File: src/rtl/simd_mac_unit.sv
// Multi-cycle INT8x4 SIMD dot-product unit for the CUSTOM-0 instruction, with a saturating
// internal accumulator and optional ReLU. Processes LANES_PER_CYCLE lanes per MUL cycle.
module simd_mac_unit #(
   parameter int LANES_PER_CYCLE = 1
) (
   input  logic        clk,
   input  logic        rst,
   input  logic        start,
   input  logic        flush,
   input  logic [2:0]  funct3,
   input  logic        relu_en,
   input  logic [4:0]  rd_in,
   input  logic [31:0] rs1_data,
   input  logic [31:0] rs2_data,
   output logic        stall,
   output logic        busy,
   output logic        done,
   output logic [4:0]  rd_out,
   output logic [31:0] result
);

   localparam int STEPS = 4 / LANES_PER_CYCLE;
   localparam int CW    = (STEPS > 1) ? $clog2(STEPS) : 1;

   localparam logic [2:0] F_DOT     = 3'b000;
   localparam logic [2:0] F_DOT_ACC = 3'b001;
   localparam logic [2:0] F_CLR_ACC = 3'b010;

   typedef enum logic [1:0] {S_IDLE, S_MUL, S_DONE} state_t;

   state_t              r_state;
   state_t              w_state_next;
   logic [31:0]         r_rs1;
   logic [31:0]         r_rs2;
   logic [2:0]          r_funct3;
   logic                r_relu;
   logic [4:0]          r_rd;
   logic [17:0]         r_psum;
   logic [CW-1:0]       r_lane;
   logic [31:0]         r_acc;
   logic [31:0]         r_result;
   logic [4:0]          r_rd_out;

   logic                w_accept;
   logic                w_is_dot;
   logic                w_last;
   logic signed [15:0]  w_prod [LANES_PER_CYCLE];
   logic [17:0]         w_step;
   logic [17:0]         w_psum_next;
   logic [31:0]         w_sum32;
   logic [32:0]         w_acc_sum;
   logic [31:0]         w_sat;
   logic [31:0]         w_v;
   logic [31:0]         w_res;

   assign w_accept = (r_state == S_IDLE) && start && !flush;
   assign w_is_dot = (funct3 == F_DOT) || (funct3 == F_DOT_ACC);
   assign w_last   = (r_lane == CW'(STEPS - 1));

   // Lane group for this MUL cycle is selected by the lane counter, lowest lanes first.
   for (genvar gi = 0; gi < LANES_PER_CYCLE; gi++) begin : g_lane
      logic [1:0]        w_idx;
      logic signed [7:0] w_a;
      logic signed [7:0] w_b;
      assign w_idx      = 2'(r_lane * LANES_PER_CYCLE + gi);
      assign w_a        = 8'(r_rs1 >> {w_idx, 3'b000});
      assign w_b        = 8'(r_rs2 >> {w_idx, 3'b000});
      assign w_prod[gi] = w_a * w_b;
   end

   always_comb begin
      w_step = '0;
      for (int k = 0; k < LANES_PER_CYCLE; k++) begin
         w_step = w_step + {{2{w_prod[k][15]}}, w_prod[k]};
      end
   end

   assign w_psum_next = r_psum + w_step;
   assign w_sum32     = {{14{w_psum_next[17]}}, w_psum_next};
   assign w_acc_sum   = {r_acc[31], r_acc} + {w_sum32[31], w_sum32};

   // 33-bit sum overflows when its two top bits disagree; bit 32 gives the true sign.
   always_comb begin
      w_sat = w_acc_sum[31:0];
      if (w_acc_sum[32] != w_acc_sum[31]) begin
         w_sat = w_acc_sum[32] ? 32'h8000_0000 : 32'h7FFF_FFFF;
      end
   end

   always_comb begin
      w_v = '0;
      case (r_funct3)
         F_DOT:     w_v = w_sum32;
         F_DOT_ACC: w_v = w_sat;
         default:   w_v = '0;
      endcase
   end

   assign w_res = (r_relu && w_v[31]) ? 32'h0 : w_v;

   always_comb begin
      w_state_next = r_state;
      case (r_state)
         S_IDLE: begin
            if (w_accept) begin
               w_state_next = w_is_dot ? S_MUL : S_DONE;
            end
         end
         S_MUL: begin
            if (flush) begin
               w_state_next = S_IDLE;
            end else if (w_last) begin
               w_state_next = S_DONE;
            end
         end
         S_DONE:  w_state_next = S_IDLE;
         default: w_state_next = S_IDLE;
      endcase
   end

   always_ff @(posedge clk or negedge rst) begin
      if (!rst) begin
         r_state  <= S_IDLE;
         r_rs1    <= '0;
         r_rs2    <= '0;
         r_funct3 <= '0;
         r_relu   <= 1'b0;
         r_rd     <= '0;
         r_psum   <= '0;
         r_lane   <= '0;
         r_acc    <= '0;
         r_result <= '0;
         r_rd_out <= '0;
      end else begin
         r_state <= w_state_next;
         case (r_state)
            S_IDLE: begin
               if (w_accept) begin
                  r_rs1    <= rs1_data;
                  r_rs2    <= rs2_data;
                  r_funct3 <= funct3;
                  r_relu   <= relu_en;
                  r_rd     <= rd_in;
                  r_psum   <= '0;
                  r_lane   <= '0;
                  if (!w_is_dot) begin
                     r_result <= '0;
                     r_rd_out <= rd_in;
                     if (funct3 == F_CLR_ACC) begin
                        r_acc <= '0;
                     end
                  end
               end
            end
            S_MUL: begin
               if (!flush) begin
                  r_psum <= w_psum_next;
                  r_lane <= r_lane + CW'(1);
                  if (w_last) begin
                     r_result <= w_res;
                     r_rd_out <= r_rd;
                     if (r_funct3 == F_DOT_ACC) begin
                        r_acc <= w_sat;
                     end
                  end
               end
            end
            default: ;
         endcase
      end
   end

   // A squash arriving in DONE suppresses the writeback of that result.
   assign done   = (r_state == S_DONE) && !flush;
   assign stall  = w_accept || (r_state == S_MUL);
   assign busy   = (r_state != S_IDLE);
   assign result = r_result;
   assign rd_out = r_rd_out;

endmodule

File: config.mk
export PLATFORM = sky130hd
export DESIGN_NAME = simd_mac_unit
export DESIGN_NICKNAME = d
export VERILOG_FILES = /design/src/rtl/simd_mac_unit.sv
export SDC_FILE = /design/constraint.sdc
export NUM_CORES = 1
export LEC_CHECK = 0
export CORE_AREA = 2 2 202 204
export CTS_CLUSTER_DIAMETER = 50
export DETAILED_ROUTE_END_ITERATION = 8
export DIE_AREA = 0 0 204 206
export SLEW_MARGIN = 20
export SYNTH_ARGS = -nofsm -noshare
export SYNTH_HDL_FRONTEND = slang
export SYNTH_SLANG_ARGS = --single-unit
File: constraint.sdc
create_clock -name clk -period 9.5 [get_ports clk]
set_clock_uncertainty 0.15 [all_clocks]
set_input_delay 0.95 -clock clk [delete_from_list [all_inputs] [get_ports clk]]
set_output_delay 0.95 -clock clk [all_outputs]
set_load 0.05 [all_outputs]
==> impl_metrics.ini <==
[run_status]
status = finished, final reports clean

[route]
drtPass1Iterations = 5
vias = 9042
drtAntennaViolNets = 0
dr.first_iter.drc_count = 483
routed_via_density = 4.89
wirelength_um = 30900
drc = 0
routedWlPerCell_um = 16.7

[placement]
place.gp.congestion = 0.884
portBuffers = 116
hpwl_um = 22500
place_ws_ns = -0.0328
dpl-instance-area_mm2 = 0.0138

[floorplanning]
die_w_um = 204
start_util = 0.294
die_y_um = 206
num_io_pins = 117
row_count = 74
core_area_mm2 = 0.0402
dieArea_mm2 = 0.0420

[finish]
final_common_cell = dfrtp_1
antenna_cells = 0
synthToLayoutAreaGrowth_pct = 25.3
nNetsFinal = 1519
drive_gt1_frac = 0.174
fin_area_mm2 = 0.0148
fill_cells = 4027
final_cell_mix = dfrtp_1, inv_1, clkdlybuf4s50_1

[grt]
grt_usage = 0.146
antenna_found_initial = 0
grt_overflow_total = 0
grt_pass1_vias = 9228
grt_max_degree = 85
grt_first_pass_wirelength_um = 48500

[critical_path]
path_buf_inv = 8
critical_path_class = flip-flop to flip-flop
cpPeakStageDelay_ns = 0.59
crit_family = adder cells
reg2reg_slack_ns = 0.27
worstSetupEndpointType = flip-flop
r2r_cells = 35
cp.arrival_ns = 9.43
worstSetupStartpointType = flip-flop
path_common_cell = inv_1
critPathSlowestCell = mux4_2
worstReg2RegEnd = result[16]$_DFFE_PN0P_
crit_path_max_fanout = 7
worstPathRequired_ns = 9.70
r2r_start = r_lane[0]$_DFFE_PN0P_

[synthesis]
synth.area.top_cells = dfrtp_1, fa_1, ha_1
synth_nets = 1370
synth-edff-count = 0
ys_ff_latch = 164
synth_top_area_share = 0.348
syn_area_mm2 = 0.0118
netlist-cell-type-count = 69
yosys_warnings = 0
async_flop_share = 1.00
syn_inst = 1155
synthFlopType = dfrtp_1
ys_seq_area_frac = 0.348
synth_area_leader_cell = dfrtp_1
avgSynthCellArea_um2 = 10.2

[clock_tree]
clkLatencyLatePin_ns = 0.44
cts_tree = built
cts_buffers = 17
ctsLongestPathBuffers = 2
clock_sink_count = 164
htree_levels = 4
path_clk_slew_ns = 0.07
cts-root-buf = clkbuf_16
hold_buffers = 0

[flow_run]
max-cap-violations = 0

[timing]
drv_slew = 0
fin_ws_ns = 0.266
fin_crit_sh = 0.972
fin_crit_ns = 9.23
worst_slew_pin_slew_ns = 1.03
fmax_mhz = 108
setup_viol = 0
max_slew_margin = 0.310
finalHoldViolCount = 0

[worst_hold_path]
whs_endpoint = r_acc[2]$_DFFE_PN0P_
min_from = r_acc[2]$_DFFE_PN0P_
hp-class = flip-flop to flip-flop
hold_depth = 2
[cell usage after synthesis, types with 8 or more instances]
cell type  instances
clkbuf_1          25
dfrtp_1          164
a221o_1           11
and2_1            48
a21o_1            25
o21ai_0           68
nand2b_1          11
nand2_1          101
nor2_1            48
mux4_2            15
a22o_1            15
buf_2             12
o221ai_1          12
nor3_1            10
a31oi_1            8
o21bai_1          10
xnor2_1           44
ha_1              81
mux2_2            74
fa_1              57
inv_1            127
a21oi_1           56
xor2_1            10
[layer usage]
layer  part of all wire  routed length, um  vias up  global-route usage
met5                  0                  0        -                   0
met4              0.022                679        0              0.0468
met3              0.042               1290       38              0.0303
met2               0.46              14300      190               0.231
met1               0.47              14600     4492               0.199
li1                   -                  -     4322                   -
[metrics by stage]
stage / hold slack, ns / TNS, ns / std cells / util
after CTS: 0.343 / 0 / 1835 / 0.359
after global routing: 0.366 / -2.33 / 1849 / 0.368
after detailed placement: 0.327 / -0.133 / 1801 / 0.344
after global placement: 0.321 / 0 / 1801 / 0.344
after floorplan: 0.302 / 0 / 1155 / -
final: 0.345 / 0 / 1849 / 0.368
[how the worst max path moves through the flow]
stage          cells after the start                   from                endpoint  slack, ns
2_1_floorplan                     37  r_lane[0]$_DFFE_PN0P_  result[14]$_DFFE_PN0P_       0.05
5_1_grt                           40  r_lane[0]$_DFFE_PN0P_  result[15]$_DFFE_PN0P_       -0.1
6_report                          35  r_lane[0]$_DFFE_PN0P_  result[16]$_DFFE_PN0P_       0.27
3_5_place_dp                      35  r_lane[0]$_DFFE_PN0P_  result[21]$_DFFE_PN0P_      -0.03
3_3_place_gp                      37  r_lane[0]$_DFFE_PN0P_  result[16]$_DFFE_PN0P_       0.23
4_1_cts                           38  r_lane[0]$_DFFE_PN0P_  result[26]$_DFFE_PN0P_       0.02
[state kept, by name, indices dropped and copies added (netlist names)]
name and count:
r_acc 32, r_lane 2, rd_out 5, r_rd 5
r_state 2, r_relu 1, result 32, r_rs2 32
r_psum 18, r_rs1 32, r_funct3 3
[worst min-delay path: cells and delay by family (launching register included)]
family / cells / cell delay [ns]
AO/OA/AOI/OAI: 1 / 0.06
flip-flops: 1 / 0.35
AND/OR/NAND/NOR: 1 / 0.05
[cells by family (layout without fill, tap and decap cells)]
| family | after synthesis | in the layout | share of synthesized area |
|---|---|---|---|
| buf+inv | 167 | 328 | 0.0553 |
| xor+xnor | 55 | 56 | 0.0415 |
| fa+ha+maj | 138 | 138 | 0.183 |
| mux | 96 | 96 | 0.105 |
| simple gates | 263 | 263 | 0.108 |
| flops | 164 | 164 | 0.348 |
| compound gates | 272 | 272 | 0.159 |
[final cells by class]
cell class | count | area, um^2 | area share
Clock buffer | 18 | 429 | 0.0290
Clock inverter | 14 | 168 | 0.0113
Inverter | 127 | 477 | 0.0322
Multi-Input combinational cell | 825 | 7290 | 0.493
Sequential cell | 164 | 4110 | 0.278
Tap cell | 532 | 666 | 0.0450
Timing Repair Buffer | 169 | 1650 | 0.112
[what timing repair did]
action | 4_1_cts | 5_1_grt
gates cloned | 1 | 2
pin swaps | 1 | 22
buffers inserted | 1 | 12
gates resized for setup | 2 | 41
endpoints found under the setup margin | 9 | 64
Power is not shown: default switching activity piles up to over one toggle a cycle in this logic, so the estimate is an artifact.
